**src/rtl/ghr_spec_ckpt.sv**
```systemverilog
// Speculative global history register with per-branch checkpoints.
// IF shifts predictions in, EX rewinds on mispredict, WB retires into the committed copy.
module ghr_spec_ckpt #(
    parameter  int unsigned GHR_WIDTH  = 8,
    parameter  int unsigned CKPT_DEPTH = 4,
    localparam int unsigned TAG_W      = $clog2(CKPT_DEPTH)
) (
    input  logic                 i_clk,
    input  logic                 i_rst_n,
    input  logic                 i_spec_valid,
    input  logic                 i_spec_taken,
    output logic                 o_spec_ready,
    output logic [TAG_W-1:0]     o_spec_tag,
    input  logic                 i_resolve_valid,
    input  logic [TAG_W-1:0]     i_resolve_tag,
    input  logic                 i_resolve_mispred,
    input  logic                 i_resolve_taken,
    input  logic                 i_commit_valid,
    input  logic                 i_commit_taken,
    input  logic                 i_flush,
    output logic [GHR_WIDTH-1:0] o_ghr,
    output logic [GHR_WIDTH-1:0] o_ghr_commit,
    output logic [TAG_W:0]       o_count,
    output logic                 o_empty
);

    logic [GHR_WIDTH-1:0] ckpt_q [CKPT_DEPTH];
    logic [GHR_WIDTH-1:0] ghr_q, ghr_d;
    logic [GHR_WIDTH-1:0] ghr_commit_q, ghr_commit_d;
    logic [TAG_W-1:0]     head_q, head_d;
    logic [TAG_W-1:0]     tail_q, tail_d;
    logic [TAG_W:0]       count_q, count_d;
    logic [TAG_W:0]       dec;
    logic [TAG_W-1:0]     res_off;
    logic                 full, commit_fire, alloc, mispred, ckpt_we;

    always_comb begin
        full         = (count_q == (TAG_W+1)'(CKPT_DEPTH));
        commit_fire  = i_commit_valid && (count_q != '0);
        alloc        = i_spec_valid && !full;
        mispred      = i_resolve_valid && i_resolve_mispred;
        dec          = (TAG_W+1)'(commit_fire);
        res_off      = i_resolve_tag - head_q;
        head_d       = head_q + TAG_W'(commit_fire);
        ghr_commit_d = commit_fire ? {ghr_commit_q[GHR_WIDTH-2:0], i_commit_taken} : ghr_commit_q;

        ghr_d   = ghr_q;
        tail_d  = tail_q;
        count_d = count_q - dec;
        ckpt_we = 1'b0;
        // Retirement runs alongside whichever of flush/rewind/allocate wins.
        if (i_flush) begin
            ghr_d   = ghr_commit_d;
            tail_d  = head_d;
            count_d = '0;
        end else if (mispred) begin
            ghr_d   = {ckpt_q[i_resolve_tag][GHR_WIDTH-2:0], i_resolve_taken};
            tail_d  = i_resolve_tag + 1'b1;
            count_d = {1'b0, res_off} + (TAG_W+1)'(1) - dec;
        end else if (alloc) begin
            ckpt_we = 1'b1;
            ghr_d   = {ghr_q[GHR_WIDTH-2:0], i_spec_taken};
            tail_d  = tail_q + 1'b1;
            count_d = count_q + (TAG_W+1)'(1) - dec;
        end
    end

    always_ff @(posedge i_clk or negedge i_rst_n) begin
        if (!i_rst_n) begin
            ghr_q        <= '0;
            ghr_commit_q <= '0;
            head_q       <= '0;
            tail_q       <= '0;
            count_q      <= '0;
        end else begin
            ghr_q        <= ghr_d;
            ghr_commit_q <= ghr_commit_d;
            head_q       <= head_d;
            tail_q       <= tail_d;
            count_q      <= count_d;
        end
    end

    // Snapshots are never cleared; validity is defined by head/count alone.
    always_ff @(posedge i_clk) begin
        if (ckpt_we) begin
            ckpt_q[tail_q] <= ghr_q;
        end
    end

    assign o_ghr        = ghr_q;
    assign o_ghr_commit = ghr_commit_q;
    assign o_count      = count_q;
    assign o_empty      = (count_q == '0);
    assign o_spec_ready = !full;
    assign o_spec_tag   = tail_q;

    a_resolve_tag_live: assert property (@(posedge i_clk) disable iff (!i_rst_n)
        i_resolve_valid |-> ({1'b0, res_off} < count_q));

endmodule
```
**config.mk**
```make
export PLATFORM = sky130hd
export DESIGN_NAME = ghr_spec_ckpt
export DESIGN_NICKNAME = d
export VERILOG_FILES = /design/src/rtl/ghr_spec_ckpt.sv
export SDC_FILE = /design/constraint.sdc
export NUM_CORES = 1
export LEC_CHECK = 0
export CAP_MARGIN = 10
export CORE_UTILIZATION = 46
export DETAILED_ROUTE_END_ITERATION = 16
export HOLD_SLACK_MARGIN = 0.02
export PLACE_DENSITY = 0.67
export RECOVER_POWER = 25
export SKIP_LAST_GASP = 1
export SYNTH_ARGS = -nofsm -noshare
export SYNTH_HDL_FRONTEND = slang
export SYNTH_SLANG_ARGS = --single-unit
```
**constraint.sdc**
```tcl
create_clock -name i_clk -period 5.4 [get_ports i_clk]
set_input_delay 0.54 -clock i_clk [delete_from_list [all_inputs] [get_ports i_clk]]
set_output_delay 0.54 -clock i_clk [all_outputs]
set_load 0.005 [all_outputs]
```
# Word-level counts from Yosys, hierarchy flattened
# Memories as Yosys holds them, arrays and structs flattened.
# Index checks and enable logic that the tools add are counted.
[classes]
n_addsub = 9
n_lt_le_gt_ge = 0
mul = 0
shifts = 0
n_mux = 15
n_eq_ne = 1
bitwise_logic = 0
div = 0
n_reduce_logical = 7
[op_table]
columns = ["cell", "n"]
rows = [
  ["$mux W8", 4],
  ["$mux W3", 3],
  ["$sub A3 B1 Y3", 3],
  ["$mux W2", 3],
  ["$reduce_bool A3 Y1", 2],
  ["$mux W1", 5],
  ["$add A2 B1 Y2 const B", 2],
  ["$add A2 B1 Y3 const B", 1],
  ["$add A3 B1 Y3 const B", 1],
  ["$eq A3 B3 Y1 const B", 1],
  ["$logic_and A1 B1 Y1", 3],
  ["$logic_not A3 Y1", 1],
  ["$add A2 B1 Y2", 1],
  ["$sub A2 B2 Y2", 1],
  ["$logic_not A1 Y1", 1],
]
[word_totals]
out_inout_bits = 23
regBits = 23
rom_bits = 0
mem_count = 1
latch_bits = 0
wordCells = 38
ramBits = 32
in_bits = 12
[memory_table]
columns = ["name", "words", "width", "read_ports", "rd_clocked_by_memory_dff", "wr", "line", "source"]
rows = [
  ["ckpt_q", 4, 8, 1, 0, 1, "27", "logic [GHR_WIDTH-1:0] ckpt_q [CKPT_DEPTH];"],
]

# Depth between registers and ports, before layout
# Gate-level depths: netlist of run 1.
[logic_depth]
depth_word = 8
depth_mapped = 9
mapped_depth_nobuf = 8

# Worst setup path before layout of run 1
# Ideal clock, no wire load.
[synth_timing]
kind = "input -> register"
startpoint = "input port i_resolve_valid"
endpoint = "memory ckpt_q[0][0], enable pin"
path_buffers = 1
slack_ns = 3.350
required_time_ns = 5.020
setup_time_ns = 0.380
arrival_time_ns = 1.670
stages = 5
path_cell_list = "and2_1 -> clkbuf_1 -> nor2_1 -> nand2_1 -> nor3_1"
[synth_between]
elab_chain_cells = 5
[synth_rtl]
columns = ["element", "line", "source"]
rows = [
  ["from (decl)", "14", "input logic i_resolve_valid,"],
  ["$logic_and A1 B1 Y1", "41", "mispred = i_resolve_valid && i_resolve_mispred;"],
  ["$mux W1", "56", "end else if (mispred) begin"],
  ["$mux W1", "52", "if (i_flush) begin"],
  ["$mux W1", "86", "if (ckpt_we) begin"],
  ["$mux W1 (implied by the code)", "87", "ckpt_q[tail_q] <= ghr_q;"],
  ["to (decl)", "27", ""],
]
# Every way passes these cells.

# Worst setup path after layout of run 1
[layout_timing]
startpoint = "input port i_flush"
endpoint = "memory ckpt_q[2][4], enable pin"
[layout_between]
elab_chain_cells = 3
[layout_rtl]
columns = ["element", "line", "source"]
rows = [
  ["from (decl)", "20", "input logic i_flush,"],
  ["$mux W1", "52", ""],
  ["$mux W1", "86", ""],
  ["$mux W1 (implied by the code)", "87", ""],
]
# Every way passes these cells.

==> results of run 1 <==
worst reg2reg max path, cell delays in order, from the launching register on:
cell,delay [ns]
dfrtp_1,0.50
o31a_1,0.50
inv_1,0.20
ha_1,0.23
ha_1,0.29
a211oi_1,0.22
nor3_1,0.08
routing by layer:
metal  vias up  wire (um)  GRT usage
li1        737          -          -
met1       793       2040      0.260
met5         -          0          0
met4         0         87     0.0684
met3        10        301     0.0521
met2        62       2510      0.326
state kept, by name, summed over array words and instances (netlist names):
register / cells
ckpt_q: 28
o_ghr: 8
o_ghr_commit: 8
o_count: 3
head_q: 2
o_spec_tag: 2
path summary, 6_finish.rpt:
kind                                             endpoint  slack, ns
max in group asynchronous       o_ghr_commit[4]$_DFF_PN0_       3.91
worst max-delay path               ckpt_q[2][4]$_DFFE_PP_       2.94
worst max register to register       o_count[1]$_DFF_PN0_       3.24
min in group asynchronous       o_spec_tag[1]$_DFFE_PN0P_       0.86
worst min-delay path            o_ghr_commit[7]$_DFF_PN0_       0.52
worst min register to register  o_ghr_commit[7]$_DFF_PN0_       0.52
synthesized netlist by cell type (2+ instances only):
library cell and n:
edfxtp_1 28, dfrtp_1 23, nand2_1 18, inv_1 10
mux2i_1 10, nor2_1 10, a21oi_1 8, ha_1 8
o21ai_0 8, mux2_2 6, a22o_1 5, nor3_1 5
clkbuf_1 4, o21ba_1 4, o221ai_1 4, mux4_2 3
xor2_1 3, buf_2 2, nand3_1 2, o31a_1 2
xnor2_1 2
power groups by stage:
| stage | registers (uW) | clock network (uW) | logic [uW] |
|---|---|---|---|
| final | 620 | 219 | 412 |
| after global routing | 636 | 239 | 456 |
| after CTS | 622 | 224 | 419 |
| after detailed placement | 630 | 0 | 416 |
| after global placement | 623 | 0 | 406 |
| after floorplan | 607 | 0 | 216 |
through the flow:
| step | setup WS (ns) | hold slack, ns |
|---|---|---|
| after CTS | 2.94 | 0.517 |
| after detailed placement | 2.62 | 0.497 |
| after global routing | 2.77 | 0.536 |
| after global placement | 2.74 | 0.496 |
| final | 2.94 | 0.516 |
| after floorplan | 3.35 | 0.244 |
area by class of cell:
| type | count | area (um2) |
|---|---|---|
| repair buffers | 34 | 340 |
| fillers | 431 | 2010 |
| well taps | 67 | 83.8 |
| clock buffers | 5 | 68.8 |
| inverters | 11 | 41.3 |
| clock inverters | 3 | 18.8 |
| multi-input cells | 112 | 867 |
| flip-flops and latches | 51 | 1420 |
cells by family after synthesis:
family	count (synthesis)	share of synthesized area
xor+xnor	5	0.0185
buf+inv	19	0.0359
simple gates	40	0.0782
flops	51	0.598
fa+ha+maj	8	0.0423
compound gates	40	0.128
mux	19	0.0993
==> results.ini, run 1 <==
[outcome]
outcome = finished, final reports clean

[critical_path]
timing.rr.start = o_count[0]$_DFF_PN0_
crit_type = input port to flop
crit_path_start_kind = input port
crit_chain = clkdlybuf4s50_1 -> nor2_1 -> nand2_1 -> nor3_1
crit_cells = 4
path_delay_family = simple AND/OR/NAND/NOR gates
crit_path_end_kind = flop
worstPathArrival_ns = 2.39
critPathLaunch = i_flush
crit_required_ns = 5.33
cpPeakStageDelay_ns = 0.76
cp_num_buf_inv = 1
rr_worst_depth = 6
worst-path-max-fanout = 14
crit_path_top_delay_cell = nor3_1

[cells_and_area]
drive_gt1_frac = 0.0972
layout_common_cells = clkdlybuf4s50_1, edfxtp_1, dfrtp_1
finalNonFillerCells = 283
finalInstanceArea_um2 = 2840
diodes = 0
nets = 235
syn_to_final_growth_pct = 19.8
layout_commonest_cell = clkdlybuf4s50_1
finish.utilization = 0.585

[clock_network]
clk_pin_slew_worst_paths_ns = 0.09
cts.htree.levels = 2
cts_resized = 0
clock-sinks = 51
root_buffer = clkbuf_8
hold_buffers = 0
cts_buffers = 5
cts_setup_buffers = 0
clockBufferDepth = 2
clk_latency_ns = 0.30
cts_tree = yes

[logic_synthesis]
synth_nets = 202
ys_ff_latch = 51
ys_warn_count = 0
synth_cell_types = 38
async_flop_share = 0.451
synth.largest_area_cell = edfxtp_1
ys.flop_type = edfxtp_1
syn_area_per_cell_um2 = 13.0
synth_top_area_share = 0.355
yosysSeqAreaShare = 0.598
synth.area.top_cells = edfxtp_1, dfrtp_1, ha_1
synth_edf_count = 28
synthCells = 182
netlist_area_um2 = 2370

[pwr]
vdd_drop_max_v = 0.000314
powerDensity_nw_per_um2 = 441
pwr-share-seq = 0.495
comb_power_share = 0.330
p_sw_frac = 0.316
internal_power_uw = 855
p_sw_uw = 396
p_total_uw = 1250
p_leak_uw = 0.00111
clkPwrFrac = 0.175

[timing]
timing.fmax_mhz = 407
rsz0062_at_grt = false
setup_viol = 0
min_period_ns = 2.46
worst_pin_slew_ns = 1.04
final_hold_viol_count = 0
drv_slew = 0
relSlewSlack = 0.304
clock-skew-final_ns = 0.00346
totalNegativeSetupSlack_ns = 0
min_period_over_period = 0.456

[global_route]
grt_start_max_net_pins = 24
overflow = 0
antenna_found_initial = 0
grt_pass1_vias = 1603
grt_usage = 0.200
grt_pass1_wl_mm = 7.83

[floorplanning]
die_x_um = 73.8
top_level_ports = 35
dieArea_um2 = 5440
coreArea_um2 = 4850
num_rows = 25
die_h_um = 73.8
initial_core_util = 0.489

[placed_design]
placed_cell_area_um2 = 2750
port_buffers = 34
gp_congestion = 0.829
place_inst = 275
dp_hpwl_mm = 3.68

[detailed_routing]
drc = 0
drt-initial-drc-count = 103
vias = 1602
first_pass_iters = 4
viasPerCell = 5.66
wl_mm = 4.94
wl_per_cell_um = 17.5
antenna_left = 0

[min_path]
hold_start = o_ghr_commit[7]$_DFF_PN0_
whs_path_depth = 2
min_path_type = flop to flop

[flow_run]
max_cap_viol_count = 0

Note: power is estimated with default switching activity, not from simulation.
==> run 2: changes to the inputs <==
clock period = 2.3 ns   (was 5.4 ns; I/O delays follow)
==> run 2 against run 1 <==
Net effect:
- worst hold slack improved by 0.016 ns
- clock power rose by 140%
- critical path depth fell by 1
- critical path type is now flop to primary output
- largest cell class unchanged
- largest power group unchanged
- highest routed layer unchanged
==> results.ini, run 2 (synthesis results as in run 1) <==
[placed_design]
pre_cts_slack_ns = 0.255
place_inst = 288
dp_hpwl_mm = 3.79
gp_congestion = 0.836
port_buffers = 34

[pwr]
p_leak_uw = 0.00117
vdd_drop_max_v = 0.000700
powerDensity_nw_per_um2 = 1020

[detailed_routing]
viasPerCell = 5.46
first_pass_iters = 4
drc = 0
wl_mm = 5.16
antenna_left = 0
vias = 1617
wl_per_cell_um = 17.4
drt-initial-drc-count = 124

[cells_and_area]
layout_commonest_cell = clkdlybuf4s50_1
largest_reg_flops = 28
syn_to_final_growth_pct = 24.0
largest-register = ckpt_q
nets = 248
finalNonFillerCells = 296
drive_gt1_frac = 0.144
diodes = 0
layout_common_cells = clkdlybuf4s50_1, edfxtp_1, dfrtp_1
finish.utilization = 0.606

[floorplanning]
initial_core_util = 0.489
top_level_ports = 35
coreArea_um2 = 4850
dieArea_um2 = 5440
die_x_um = 73.8
die_h_um = 73.8
num_rows = 25

[clock_network]
clockBufferDepth = 2
cts_buffers = 5
root_buffer = clkbuf_8
cts.htree.levels = 2
hold_buffers = 0
clk_pin_slew_worst_paths_ns = 0.10
cts_tree = yes
cts_setup_buffers = 0
clk_latency_ns = 0.31
clock-sinks = 51
cts_resized = 0

[critical_path]
timing.rr.start = o_count[0]$_DFF_PN0_
worstPathArrival_ns = 1.76
rr_endpoint = o_count[2]$_DFF_PN0_
crit_type = flop to primary output
crit_path_end_kind = primary output
worst-path-max-fanout = 7
crit_path_start_kind = flop
crit_path_top_delay_cell = dfrtp_1
critPathLaunch = o_count[0]$_DFF_PN0_
endpoint = o_spec_ready
crit_chain = nor3b_4 -> inv_2 -> clkdlybuf4s50_1
crit_required_ns = 2.07
cpPeakStageDelay_ns = 0.49
rr_worst_depth = 8
r2r_slack_ns = 0.35

[timing]
worst_slack_ns = 0.310
drv_slew = 0
final_hold_viol_count = 0
min_period_ns = 1.99
setup_viol = 0
worst_pin_slew_ns = 1.28
clock-skew-final_ns = 0.00794
rsz0062_at_grt = false
totalNegativeSetupSlack_ns = 0
min_period_over_period = 0.865
timing.fmax_mhz = 503
relSlewSlack = 0.149
holdWs_ns = 0.532

[flow_run]
max_cap_viol_count = 0

[global_route]
grt_start_max_net_pins = 24
overflow = 0
antenna_found_initial = 0
grt_usage = 0.211
grt_pass1_wl_mm = 8.25
grt_pass1_vias = 1679

[min_path]
min_path_type = flop to flop

[outcome]
outcome = finished, final reports clean

==> run 2: stage by stage <==
stage / cell area, um2 / total power (uW)
after floorplan: 2370 / 1930
after global placement: 2850 / 2440
after detailed placement: 2850 / 2490
after CTS: 2940 / 3010
after global routing: 2940 / 3160
final: 2940 / 2980
==> run 2: worst min path at each step <==
| stage | from | to | slack, ns | cells after the start |
|---|---|---|---|---|
| after floorplan | i_rst_n | head_q[0]$_DFF_PN0_ | -0.07 | 0 |
| after global placement | o_ghr_commit[7]$_DFF_PN0_ | o_ghr_commit[7]$_DFF_PN0_ | 0.48 | 2 |
| after detailed placement | head_q[1]$_DFF_PN0_ | head_q[1]$_DFF_PN0_ | 0.52 | 1 |
| after CTS | i_rst_n | head_q[1]$_DFF_PN0_ | 0.27 | 2 |
| after global routing | o_ghr_commit[7]$_DFF_PN0_ | o_ghr_commit[7]$_DFF_PN0_ | 0.56 | 2 |
| final | head_q[1]$_DFF_PN0_ | head_q[1]$_DFF_PN0_ | 0.53 | 1 |
==> run 2: cell type report <==
class | instances | area [um2]
fillers | 404 | 1910
flip-flops and latches | 51 | 1420
multi-input cells | 112 | 867
repair buffers | 47 | 434
well taps | 67 | 83.8
clock buffers | 5 | 68.8
inverters | 11 | 41.3
clock inverters | 3 | 25.0
==> run 2: critical path, delay by kind of cell (launching register included) <==
| kind | cells | cell delay [ns] |
|---|---|---|
| simple gates | 1 | 0.37 |
| buf+inv | 2 | 0.58 |
| flops | 1 | 0.49 |
==> run 2: layer usage <==
layer  share of wire  vias up  global-route usage
met5               0        -                   0
met3           0.056        5              0.0439
met4          0.0089        0              0.0662
li1                -      763                   -
met2            0.51       51               0.353
met1            0.42      798               0.275
==> run 2: report_power, final <==
| part | switching, uW | internal, uW |
|---|---|---|
| logic | 415 | 586 |
| registers | 235 | 1230 |
| clock network | 304 | 218 |
| total | 954 | 2030 |
